==> src/rtl/iter_multiplier_pkg.sv <==
// CPU-wide multiplier defines plus the state type shared by iter_multiplier.
// Optional build macro consumed downstream: ITER_MUL_EARLY_TERM_EN.
`ifndef CPU_MUL_DEFINES
`define CPU_MUL_DEFINES
`define WORD_LENGTH  32
`define MUL_ST_IDLE  2'd0
`define MUL_ST_RUN   2'd1
`define MUL_ST_DONE  2'd2
`define MUL_CNT_BITS $clog2(`WORD_LENGTH + 1)
`endif

package iter_multiplier_pkg;

    typedef enum logic [1:0] {
        ST_IDLE = `MUL_ST_IDLE,
        ST_RUN  = `MUL_ST_RUN,
        ST_DONE = `MUL_ST_DONE
    } mul_state_t;

    // Step counter must hold WIDTH itself without wrapping.
    function automatic int cnt_bits(input int w);
        return $clog2(w + 1);
    endfunction

endpackage

==> src/rtl/Adder.sv <==
// Unsigned ripple adder with carry-in/carry-out; bit 0 is the MSB.
module Adder #(
    parameter int WIDTH = `WORD_LENGTH
) (
    input  logic [0:WIDTH-1] inA,
    input  logic [0:WIDTH-1] inB,
    input  logic             inC,
    output logic [0:WIDTH-1] sum,
    output logic             outC
);

    assign {outC, sum} = {1'b0, inA} + {1'b0, inB} + {{WIDTH{1'b0}}, inC};

endmodule

==> src/rtl/iter_multiplier.sv <==
// Sequential unsigned shift-and-add multiplier built around the shared Adder.
// Build option ITER_MUL_EARLY_TERM_EN: finish as soon as the remaining multiplier bits are zero.
//   state   | meaning
//   ST_IDLE | waiting for start
//   ST_RUN  | one shift-and-add step per edge, busy high
//   ST_DONE | product registers valid, done pulse
module iter_multiplier
#(
    parameter int WIDTH = `WORD_LENGTH
) (
    input  logic             clk,
    input  logic             rst,
    input  logic             start,
    input  logic             abort,
    input  logic [0:WIDTH-1] a,
    input  logic [0:WIDTH-1] b,
    output logic             busy,
    output logic             done,
    output logic [0:WIDTH-1] prodHi,
    output logic [0:WIDTH-1] prodLo
);
    import iter_multiplier_pkg::*;

    localparam int               CNT_W    = cnt_bits(WIDTH);
    localparam logic [CNT_W-1:0] CNT_INIT = CNT_W'(WIDTH);

    mul_state_t       r_state;
    mul_state_t       w_state_nxt;
    logic [0:WIDTH-1] r_acc;
    logic [0:WIDTH-1] r_mplier;
    logic [0:WIDTH-1] r_mcand;
    logic [0:WIDTH-1] r_prod_hi;
    logic [0:WIDTH-1] r_prod_lo;
    logic [CNT_W-1:0] r_count;
    logic [CNT_W-1:0] w_count_nxt;
    logic [0:WIDTH-1] w_sum;
    logic             w_carry;
    logic [0:WIDTH-1] w_acc_step;
    logic [0:WIDTH-1] w_mpl_step;
    logic [0:WIDTH-1] w_acc_fin;
    logic [0:WIDTH-1] w_mpl_fin;
    logic             w_last;
    logic             w_accept;
    logic             w_step;

    Adder #(.WIDTH(WIDTH)) u_adder (
        .inA  (r_acc),
        .inB  (r_mcand),
        .inC  (1'b0),
        .sum  (w_sum),
        .outC (w_carry)
    );

    // Adder carry lands in the acc MSB, so the 2*WIDTH product never overflows.
    always_comb begin
        w_acc_step  = '0;
        w_mpl_step  = '0;
        w_count_nxt = r_count - CNT_W'(1);
        if (r_mplier[WIDTH-1]) begin
            {w_acc_step, w_mpl_step} = {w_carry, w_sum, r_mplier[0:WIDTH-2]};
        end else begin
            {w_acc_step, w_mpl_step} = {1'b0, r_acc, r_mplier[0:WIDTH-2]};
        end
    end

`ifdef ITER_MUL_EARLY_TERM_EN
    // Remaining steps would only shift zeros in, so collapse them into one barrel shift.
    always_comb begin
        w_last = ((w_mpl_step & ~({WIDTH{1'b1}} << w_count_nxt)) == '0);
        {w_acc_fin, w_mpl_fin} = {w_acc_step, w_mpl_step} >> w_count_nxt;
    end
`else
    always_comb begin
        w_last    = (w_count_nxt == '0);
        w_acc_fin = w_acc_step;
        w_mpl_fin = w_mpl_step;
    end
`endif

    assign w_accept = (r_state != ST_RUN) && start && !abort;
    assign w_step   = (r_state == ST_RUN) && !abort;

    always_ff @(posedge clk or negedge rst) begin
        if (!rst) begin
            r_state <= ST_IDLE;
        end else begin
            r_state <= w_state_nxt;
        end
    end

    always_comb begin
        w_state_nxt = r_state;
        unique case (r_state)
            ST_IDLE: begin
                if (w_accept) w_state_nxt = ST_RUN;
            end
            ST_RUN: begin
                if (abort)       w_state_nxt = ST_IDLE;
                else if (w_last) w_state_nxt = ST_DONE;
            end
            ST_DONE: begin
                w_state_nxt = w_accept ? ST_RUN : ST_IDLE;
            end
            default: w_state_nxt = ST_IDLE;
        endcase
    end

    always_ff @(posedge clk or negedge rst) begin
        if (!rst) begin
            r_acc     <= '0;
            r_mplier  <= '0;
            r_mcand   <= '0;
            r_count   <= '0;
            r_prod_hi <= '0;
            r_prod_lo <= '0;
        end else if (w_accept) begin
            r_acc    <= '0;
            r_mplier <= b;
            r_mcand  <= a;
            r_count  <= CNT_INIT;
        end else if (w_step) begin
            r_acc    <= w_acc_fin;
            r_mplier <= w_mpl_fin;
            r_count  <= w_count_nxt;
            if (w_last) begin
                r_prod_hi <= w_acc_fin;
                r_prod_lo <= w_mpl_fin;
            end
        end
    end

    assign busy   = (r_state == ST_RUN);
    assign done   = (r_state == ST_DONE);
    assign prodHi = r_prod_hi;
    assign prodLo = r_prod_lo;

endmodule

==> config.mk <==
export PLATFORM = sky130hd
export DESIGN_NAME = iter_multiplier
export DESIGN_NICKNAME = d
export VERILOG_FILES = /design/src/rtl/iter_multiplier_pkg.sv /design/src/rtl/Adder.sv /design/src/rtl/iter_multiplier.sv
export SDC_FILE = /design/constraint.sdc
export NUM_CORES = 1
export LEC_CHECK = 0
export ABC_AREA = 1
export ABC_CLOCK_PERIOD_IN_PS = 2450
export BUFFER_PORTS_ARGS = -buffer_cell sky130_fd_sc_hd__buf_2
export CAP_MARGIN = 20
export CORE_MARGIN = 5
export CORE_UTILIZATION = 58
export DETAILED_ROUTE_END_ITERATION = 8
export PLACE_DENSITY = 0.81
export REMOVE_ABC_BUFFERS = 1
export SYNTH_ARGS = -nofsm -noshare
export SYNTH_HDL_FRONTEND = slang
export SYNTH_SLANG_ARGS = --single-unit
==> constraint.sdc <==
create_clock -name clk -period 2.45 [get_ports clk]
set_clock_uncertainty 0.1 [all_clocks]
set_input_delay 0.735 -clock clk [delete_from_list [all_inputs] [get_ports clk]]
set_output_delay 0.735 -clock clk [all_outputs]
set_load 0.05 [all_outputs]
# Word level (Yosys, flattened, before mapping)
# Index checks and enable logic that the tools add are counted.
[word_totals]
regBits = 168
out_inout_bits = 66
[op_classes]
add_sub_neg = 2
n_eq_ne = 5
mux = 13
bitwise_logic = 1
n_reduce_logical = 9
[op_table]
columns = ["operator", "n"]
rows = [
  ["2-to-1 mux 32 bit", 6],
  ["adder 32 x 32 -> 33 bit", 1],
  ["2-to-1 mux 6 bit", 2],
  ["zero test 6 bit", 1],
  ["2-to-1 mux 2 bit", 3],
  ["case mux 2 bit (3 select lines)", 1],
  ["subtractor 6 x 1 -> 6 bit, second input constant", 1],
  ["logical AND 1 bit", 3],
  ["!= test 3 x 2 -> 1 bit, second input constant", 1],
  ["AND reduction 3 bit", 1],
  ["equality test 2 x 1 -> 1 bit, second input constant", 1],
  ["equality test 2 bit, second input constant", 1],
  ["zero test 2 bit", 1],
  ["!= test 2 x 1 -> 1 bit, second input constant", 1],
  ["!= test 2 bit, second input constant", 1],
  ["AND reduction 2 bit", 1],
  ["nonzero test 2 bit", 1],
  ["zero test 1 bit", 1],
  ["2-to-1 mux 1 bit", 1],
  ["NOT 1 bit", 1],
]

# Depth between registers and ports, before layout
# Gate-level depths: netlist (run 1).
[logic_depth]
word_depth = 5
ltp_mapped = 14

# Modules after synthesis
# From an unflattened synthesis (run 1), not the netlist that was laid out.
[hier_totals]
hier_cells = 1365
area_unflattened_um2 = 9659.3
[by_module_without_submodules]
columns = ["module", "instances", "cells_per_inst", "area_each_um2", "seq_area_each_um2"]
rows = [
  ["iter_multiplier", 1, 860, 7265.7, 4204.0],
  ["Adder", 1, 505, 2393.5, 0.0],
]

# Least setup slack after synthesis (run 1)
# No wires, ideal clock.
[synth_timing]
path_type = "register to register"
from = "register r_acc[31] in the netlist's numbering"
to = "register r_acc[8] in the netlist's numbering"
setup_ns = 0.118
t_arrival_ns = 1.796
required_ns = 2.232
setup_slack_ns = 0.436
stages_incl_launch_ff = 15
n_path_buf = 0
period_less_slack_ns = 2.014
cell_sequence = "dfrtp_1 ha_1 fa_1 nand3_1 nand3_1 nand2_1 nand2_1 nand2_1 nand2_1 nand2_1 nand2_1 nand2_1 nand3_1 nand3_1 nand2_1"
[synth_via]
elab_chain_cells = 4
[synth_lines]
columns = ["item", "line", "rtl"]
rows = [
  ["start: declaration", "iter_multiplier.sv:29", "logic [0:WIDTH-1] r_acc;"],
  ["start signal: assignment", "iter_multiplier.sv:122", "r_acc <= w_acc_fin;"],
  ["adder 32 x 32 -> 33 bit", "Adder.sv:12", "assign {outC, sum} = {1'b0, inA} + {1'b0, inB} + {{WIDTH{1'b0}}, inC};"],
  ["2-to-1 mux 32 bit", "iter_multiplier.sv:59", "if (r_mplier[WIDTH-1]) begin"],
  ["2-to-1 mux 32 bit", "iter_multiplier.sv:121", "end else if (w_step) begin"],
  ["2-to-1 mux 32 bit", "iter_multiplier.sv:116", "end else if (w_accept) begin"],
]
# No other way between the ends. The select of a mux whose other input is x is not followed.
# A chain may end at the register's enable or synchronous reset.

# Worst setup path after layout (run 1)
[layout_timing]
from = "register r_acc[31] in the netlist's numbering"
to = "register r_acc[0] in the netlist's numbering"
# The elaborated chain is that of the path after synthesis.

==> results.txt, run 1 <==
The flow ran to the end, and the final reports show no timing, DRC or antenna violations. For this block, the initial DRC count from the detailed router was 531. During synthesis, Yosys emitted a total of 0 warnings. The final-report hold violation count came out at 0.

Clock-pin slew was measured on the worst setup and hold paths at 0.06 ns. The xor-xnor portion of the synthesized cell area came out at 0.01786. The adder and majority cell fraction of the synthesized area is 0.04817, and the count of port buffers added during placement is 133. The synthesized-area fraction occupied by ao, oa, aoi and oai cells is 0.08564.

The wire-length estimate of the detail-placed layout is 17000 µm. TritonCTS built the clock tree. The combined area of all synthesized cells came out at 9248 µm².

The post-layout minimum cycle time came out at 2.233 ns. Entering global routing, the biggest net connects 87 pins. In this run the worst hold path is classified as in2async. Counting flops and latches in the post-synthesis netlist gives 168. For the clock insertion delay at the later pin of the skew report, the log shows 0.43 ns.

The run gives 23410 µm as the post-detailed-routing wire length. The number of placed instances, taps included, is 1573. The dominant combinational cell family by area after synthesis is simple AND/OR/NAND/NOR gates.

For this design, the slowest cell found on the critical path is sky130_fd_sc_hd__dfrtp_1. The share of post-route cells with drive strength above 1 was 0.1550; the number of distinct library cells after synthesis was 35. The total core area was 15770 µm²; the height of the chip was 136.3 µm. At the pin with the least slew margin, the transition time is 0.4917 ns. For the number of sinks handled by clock tree synthesis, the log shows 168. The count of final max-slew check failures is 0, and the ratio of final minimum period to clock period is 0.9115. The tools report the number of nets in the layout as 1479.

Dividing the synthesized area by the synthesized cell count gives 7.398 µm². The area share of the leading cell type in the synthesized netlist was 0.4546. The count of placed standard cells in the final layout, fillers left out was 1603; the routed length per placed instance was 14.60 µm.

The logs give 0.006173 µW for the static leakage power and 0.9584 for the routability congestion estimate. Total overflow reported by the global router: 0. Counting the buffers created by CTS gives 17. The run gives 2 as the maximum clock insertion buffer count. The tools report the utilization after layout as 0.6838. 134 I/O pins were placed.

Share of cell area taken by muxes after synthesis: 0. The synthesis-to-finish area growth works out to 16.60%. After detailed routing, the number of vias per cell comes to 5.066. After synthesis, the cell types taking the most area are sky130_fd_sc_hd__dfrtp_1 (45%), sky130_fd_sc_hd__nand2_1 (21%), sky130_fd_sc_hd__inv_1 (7.1%). Most common cell after layout, fill and taps aside: sky130_fd_sc_hd__nand2_1. The logs give 0 for the post-cts hold buffer count and 39070 µm for the first-pass GRT wire length. The initial antenna violation count was 0; the cell area power density was 1300 nW/µm². The logs give 18570 µm² for the area enclosed by the die boundary and 5 for the number of iterations in the first detailed-routing pass. The synthesized design spends more area on one cell type than any other, namely sky130_fd_sc_hd__dfrtp_1.

Maximum fanout encountered on the critical timing path: 3. Derived from the worst setup path, the maximum achievable clock frequency is 447.8 MHz. For the aggregate global-route resource usage, the log shows 0.2652. The library cells used most frequently in the layout, excluding fill and tap cells, are sky130_fd_sc_hd__nand2_1 (523), sky130_fd_sc_hd__inv_1 (175), sky130_fd_sc_hd__dfrtp_1 (168), sky130_fd_sc_hd__buf_2 (132), sky130_fd_sc_hd__nand3_1 (87). STA classifies the critical path startpoint as a flip-flop. The tools report the register area share after synthesis as 0.4546.

The root buffer cell was sky130_fd_sc_hd__clkbuf_16. The count of nets left with antenna violations once routing finished came out at 0. The number of vias after detailed routing was 8120; the data required time of the critical path was 2.63 ns. For this run, the slowest stage of the critical path takes 0.38 ns. Number of remaining DRC errors: 0. Data on the critical path arrives at its endpoint at 2.42 ns. Setup repair after global routing left no endpoint under its margin.

For the number of antenna diodes, the log shows 0. Effective utilization at floorplan: 0.5864. The worst setup path is of the reg2reg kind. The H-tree depth is 4. Number of fill cells in the layout: 1401.

Setup violations remaining at the end of the flow were counted as 0. Max-cap violations in this run came to 0. In this run the core area contains 46 standard-cell rows.

The category of the worst setup path capture point was a flip-flop. Post-synthesis cell count: 1250. Most prevalent standard cell on the critical path: sky130_fd_sc_hd__nand2_1. The number of global-route vias before repair was 8075.

The floorplan step set the die width to 136.3 µm. The relative slew slack is 0.6722. VDD sags by at most 1.045 mV.

The critical path goes through ha_1 > fa_2 > nand3_1 > nand3_1 > nand3_1 > nand3_1 > nand2_1 > nand2_1 > nand2_1 > nand2_1 > nand2_1 > o21ai_0. The aggregate negative setup slack came out at 0 ns. Post-synthesis simple-gate area fraction: 0.2975.
## layer usage
metal,vias to the layer above,routed length (µm),track usage
li1,4151,-,-
met1,3736,10800,0.3658
met2,216,10890,0.4249
met3,17,1499,0.07106
met4,0,211,0.05543
met5,-,0,0
## stage by stage
stage | hold slack [ns] | power [µW] | setup WS (ns) | area (µm²)
after floorplan | 0.3394 | 9458 | -1.678 | 9034
final | 0.08889 | 14010 | 0.2167 | 10780
after detailed placement | 0.3578 | 11230 | 0.1644 | 10190
after global placement | 0.3530 | 11070 | 0.2025 | 10190
after CTS | 0.08742 | 14040 | 0.1689 | 10780
after global routing | 0.09640 | 15010 | 0.01730 | 10780
## state kept, by name, summed over array words and instances (netlist names)
register,cells
prodLo,32
r_acc,32
r_mplier,32
r_mcand,32
r_state,2
prodHi,32
r_count,6
## layout make-up
| cell class | count | area, µm² | area share |
|---|---|---|---|
| clock buffer | 20 | 446.7 | 0.04143 |
| tap | 216 | 270.3 | 0.02506 |
| timing repair buffer | 149 | 879.6 | 0.08157 |
| clock inverter | 10 | 143.9 | 0.01334 |
| sequential | 168 | 4204 | 0.3899 |
| multi-input combinational | 860 | 4161 | 0.3859 |
| inverter | 180 | 676.9 | 0.06278 |
## power breakdown
part | internal (µW) | switching [µW]
Sequential | 3810 | 616
Clock | 1630 | 1120
Combinational | 2050 | 4790
Total | 7490 | 6530
## synth_stat cells
cell type                  count
sky130_fd_sc_hd__xor2_2        1
sky130_fd_sc_hd__o22ai_1       6
sky130_fd_sc_hd__o21bai_1      1
sky130_fd_sc_hd__nor2_1       42
sky130_fd_sc_hd__o21ai_2       8
sky130_fd_sc_hd__a22oi_1       1
sky130_fd_sc_hd__a21o_1        2
sky130_fd_sc_hd__o221ai_1     31
sky130_fd_sc_hd__fa_1          1
sky130_fd_sc_hd__nand2_1     524
sky130_fd_sc_hd__a21oi_1      17
sky130_fd_sc_hd__clkinv_1      1
sky130_fd_sc_hd__clkbuf_1     22
sky130_fd_sc_hd__ha_1         34
sky130_fd_sc_hd__nor3b_1       1
sky130_fd_sc_hd__a22o_1        1
sky130_fd_sc_hd__nand3_1      87
sky130_fd_sc_hd__and2_1        2
sky130_fd_sc_hd__nor2_4        1
sky130_fd_sc_hd__o21ai_0      23
sky130_fd_sc_hd__inv_1       175
sky130_fd_sc_hd__nor3_1        5
sky130_fd_sc_hd__o211ai_1      1
sky130_fd_sc_hd__buf_2         3
sky130_fd_sc_hd__buf_1        10
sky130_fd_sc_hd__o21ai_1      32
sky130_fd_sc_hd__inv_2         4
sky130_fd_sc_hd__or2_2        18
sky130_fd_sc_hd__a31oi_1       1
sky130_fd_sc_hd__xor2_1        6
sky130_fd_sc_hd__nand3_2       1
sky130_fd_sc_hd__dfrtp_1     168
sky130_fd_sc_hd__buf_6         7
sky130_fd_sc_hd__nor2_2        2
sky130_fd_sc_hd__xnor2_1      11
## critical path: cells and delay by family, from the launching register on
family	cells	cell delay [ns]
and+or+nand+nor	9	0.93
DFF	1	0.38
AOI/OAI and AO/OA	1	0.08
adders and majority gates	2	0.61
## cell families (layout without fill, tap and decap cells)
| kind of cell | count (synthesis) | count (layout) |
|---|---|---|
| AND/OR/NAND/NOR | 683 | 683 |
| buffers and inverters | 222 | 359 |
| AO/OA/AOI/OAI | 124 | 124 |
| XOR/XNOR | 18 | 18 |
| adder cells (fa/ha/maj) | 35 | 35 |
| flip-flops | 168 | 168 |
## timing repair
action | in CTS | in global routing
buffers inserted | 0 | 0
gates resized for setup | 0 | 2
setup endpoints to repair | 0 | 6
## worst paths after layout
path / slack (ns) / end / start / depth (start not counted)
min reg2reg: 0.37 / prodHi[7] / prodHi[7] / 2
min: 0.09 / prodLo[6] / rst / 1
min in group clk: 0.37 / prodHi[7] / prodHi[7] / 2
max reg2reg: 0.22 / r_acc[0] / r_acc[31] / 12
max in group asynchronous: 1.49 / r_mcand[8] / rst / 2
max: 0.22 / r_acc[0] / r_acc[31] / 12
(Power assumes the default switching activity.)
==> run 2, diff against run 1 <==
--- a/config.mk
+++ b/config.mk
@@ -6,13 +6,13 @@
 export NUM_CORES = 1
 export LEC_CHECK = 0
 export ABC_AREA = 1
-export ABC_CLOCK_PERIOD_IN_PS = 2450
+export ABC_CLOCK_PERIOD_IN_PS = 2720
 export BUFFER_PORTS_ARGS = -buffer_cell sky130_fd_sc_hd__buf_2
 export CAP_MARGIN = 20
 export CORE_MARGIN = 5
-export CORE_UTILIZATION = 58
+export CORE_UTILIZATION = 30
+export CTS_BUF_LIST = sky130_fd_sc_hd__clkbuf_16
 export DETAILED_ROUTE_END_ITERATION = 8
-export PLACE_DENSITY = 0.81
 export REMOVE_ABC_BUFFERS = 1
 export SYNTH_ARGS = -nofsm -noshare
 export SYNTH_HDL_FRONTEND = slang
==> constraint.sdc (replaced) <==
create_clock -name clk -period 2.72 [get_ports clk]
set_clock_uncertainty 0.1 [all_clocks]
set_input_delay 0.816 -clock clk [delete_from_list [all_inputs] [get_ports clk]]
set_output_delay 0.816 -clock clk [all_outputs]
set_load 0.05 [all_outputs]
==> results.txt, run 2 (synthesis results as in run 1) <==
The run finished with clean final reports. The total overflow reported by the global router was 0 (unchanged). The count of pins on the block boundary came out at 134 (unchanged). The routed length per placed instance is 14.36 µm (-1.7%), and the number of buffers added for setup after CTS is 0 (unchanged). Setup repair after global routing left no endpoint under its margin. The number of sinks handled by clock tree synthesis came out at 168 (unchanged). The number of antenna-violating nets in the routed design was 0 (unchanged); the number of buffers inserted during clock tree synthesis was 17 (unchanged). For the post-detailed-routing wire length, the log shows 25670 µm (+9.7%). The height of the chip works out to 185.6 µm (+36%). The register-to-register setup slack is 0.35 ns (+0.13 ns), and the initial antenna violation count is 1 (+1). The critical setup path kind is reg2reg.

The area taken by flip-flops and latches came out at 4204 µm² (unchanged). The die outline width works out to 185.6 µm (+36%). The logs give 0.3930 (-0.2792) for the relative slew slack and 421.9 MHz (-5.8%) for the fmax. The clock-pin transition on the worst setup and hold timing paths is 0.07 ns (about the same), and the detailed placer's ending HPWL is 18920 µm (+11%). TritonCTS built the clock tree. The run gives 0 (unchanged) as the number of gates given a new drive strength after cts. The tools report the highest ir drop seen on vdd as 0.5314 mV (-49%).

The count of port buffers added during placement is 133 (unchanged), and the violation count after the first detailed-route iteration is 384 (-28%). The worst register-to-register path ends at prodLo[22]. The number of global-route vias before repair was 8087 (+0.15%); the count of endpoints failing setup in the final report was 0 (unchanged). The logs give 0 ns (unchanged) for the aggregate negative setup slack and 42290 µm (+8.2%) for the first-pass GRT wire length. The startpoint identified for the worst register-to-register timing path is r_count[1]. The utilization after layout was 0.3599 (-0.3238); the largest net degree at the start of global routing was 85 (-2.3%). The final-report hold violation count is 0 (unchanged), and the total of max-cap violations is 0 (unchanged). For the minimum setup slack after placement, the log shows 0.4127 ns (+0.2483 ns). The tools report the H-tree depth as 4 (unchanged). The slew of the pin with the lowest slew margin works out to 0.9105 ns (+0.4188 ns).

The most common cell after layout, fill and taps aside is sky130_fd_sc_hd__nand2_1. The number of remaining DRC errors is 0 (unchanged), and the number of vias after detailed routing is 7970 (-1.8%). The effective utilization at floorplan is 0.3031 (-0.2833), and the final critical-path setup slack is 0.3500 ns (+0.1333 ns).

The data required time of the critical path was 2.90 ns (+0.27 ns). The tools report the post-cts hold buffer count as 0 (unchanged). The sort of element at the start of the critical path was a flip-flop. The share of post-route cells with drive strength above 1 was 0.1574 (+0.002430). The count of final max-slew check failures was 0 (unchanged).

The cell area after layout was 10980 µm² (+1.8%); the number of fill cells in the layout was 3246 (+130%). The count of placed standard cells in the final layout, fillers left out was 1788 (+12%); the clock insertion delay at the later pin of the skew report was 0.44 ns (about the same). The maximum fanout encountered on the critical timing path came out at 84 (+81).

The number of standard-cell rows in the floorplan is 64 (+39%), and the static leakage power is 0.006171 µW (about the same). The area after detailed placement was 10400 µm² (+2.1%); the number of iterations in the first detailed-routing pass was 5 (unchanged). The mean number of vias per cell came out at 4.457 (-12%).

The classification of the worst-slack hold path is in2async. The post-layout minimum cycle time works out to 2.370 ns (+0.1367 ns). The depth of the worst register-to-register path is 10 (-2), and the total core area is 30510 µm² (+93%). The run gives 1755 (+12%) as the total instance count after detailed placement.

The cell area power density is 1139 nW/µm² (-12%). In this run the clock root is driven by a sky130_fd_sc_hd__clkbuf_16. The area used by multi-input combinational logic is 4156 µm² (-0.12%), and the number of nets in the layout is 1481 (+0.14%).

From synthesis to final layout, the design area changed by 18.74%. The library cells used most frequently in the layout, excluding fill and tap cells, are sky130_fd_sc_hd__nand2_1 (524), sky130_fd_sc_hd__inv_1 (175), sky130_fd_sc_hd__dfrtp_1 (168), sky130_fd_sc_hd__buf_2 (132), sky130_fd_sc_hd__nand3_1 (87). The logs give 0.8974 (-6.4%) for the routability congestion estimate and 0.1543 (-0.1110) for the aggregate global-route resource usage. The maximum clock insertion buffer count is 2 (unchanged), and the ratio of final minimum period to clock period is 0.8713 (-0.04022). The tools report the arrival time reported for the critical path endpoint as 2.55 ns (+0.13 ns).

The run gives 34440 µm² (+85%) as the area enclosed by the die boundary. STA classifies the critical path endpoint as a flip-flop.
[run 2: cell count changes in the layout (fill, tap and decap cells not counted), sizes merged]
cell / change
buf: +2
diode: +1
clkbuf: -3
inv: +8
bufinv: -3
[run 2: critical path, cell delays in order, from the launching register on]
cell and delay (ns):
sky130_fd_sc_hd__dfrtp_1 0.36, sky130_fd_sc_hd__inv_1 0.08, sky130_fd_sc_hd__ha_1 0.21, sky130_fd_sc_hd__xor2_1 0.16, sky130_fd_sc_hd__nor3b_1 0.30, sky130_fd_sc_hd__nand3_2 0.15, sky130_fd_sc_hd__nor2_4 0.12, sky130_fd_sc_hd__clkinv_2 0.06
sky130_fd_sc_hd__buf_4 0.34, sky130_fd_sc_hd__nand2_1 0.17, sky130_fd_sc_hd__o21ai_1 0.07
[run 2: layout make-up]
cell class,instances,area share
antenna,1,0.0002279
clock buffer,17,0.03874
clock inverter,15,0.01367
inverter,180,0.06165
multi-input combinational,860,0.3785
sequential,168,0.3829
tap,396,0.04512
timing repair buffer,151,0.07919
[run 2: worst max path at each step]
stage               startpoint    endpoint
floorplan                abort  r_count[2]
detailed placement   r_acc[31]    r_acc[8]
CTS                 r_count[0]  prodLo[22]
finish              r_count[1]  prodLo[22]
global placement         abort  prodHi[29]
global route        r_count[0]  prodLo[24]
[run 2: power breakdown]
part | internal, µW | leakage (µW) | switching (µW) | total [µW]
Combinational | 1830 | 0.00375 | 4290 | 6120
Sequential | 3430 | 0.00213 | 561 | 3990
Clock | 1230 | 0.000287 | 1170 | 2400
Total | 6480 | 0.00617 | 6020 | 12500
[run 2: through the flow]
| step | hold WS [ns] | total power, µW |
|---|---|---|
| 2_1_floorplan | 0.3528 | 8519 |
| 3_3_place_gp | 0.3599 | 10120 |
| 3_5_place_dp | 0.3612 | 10180 |
| 4_1_cts | 0.2494 | 12650 |
| 5_1_grt | 0.2731 | 13550 |
| 6_report | 0.2436 | 12510 |
[run 2: metal layers]
layer,vias up,track usage,part of all wire
met1,3645,0.2138,0.49
met3,13,0.04006,0.051
li1,4160,-,-
met5,-,0,0.00051
met4,2,0.03323,0.0087
met2,150,0.2450,0.45
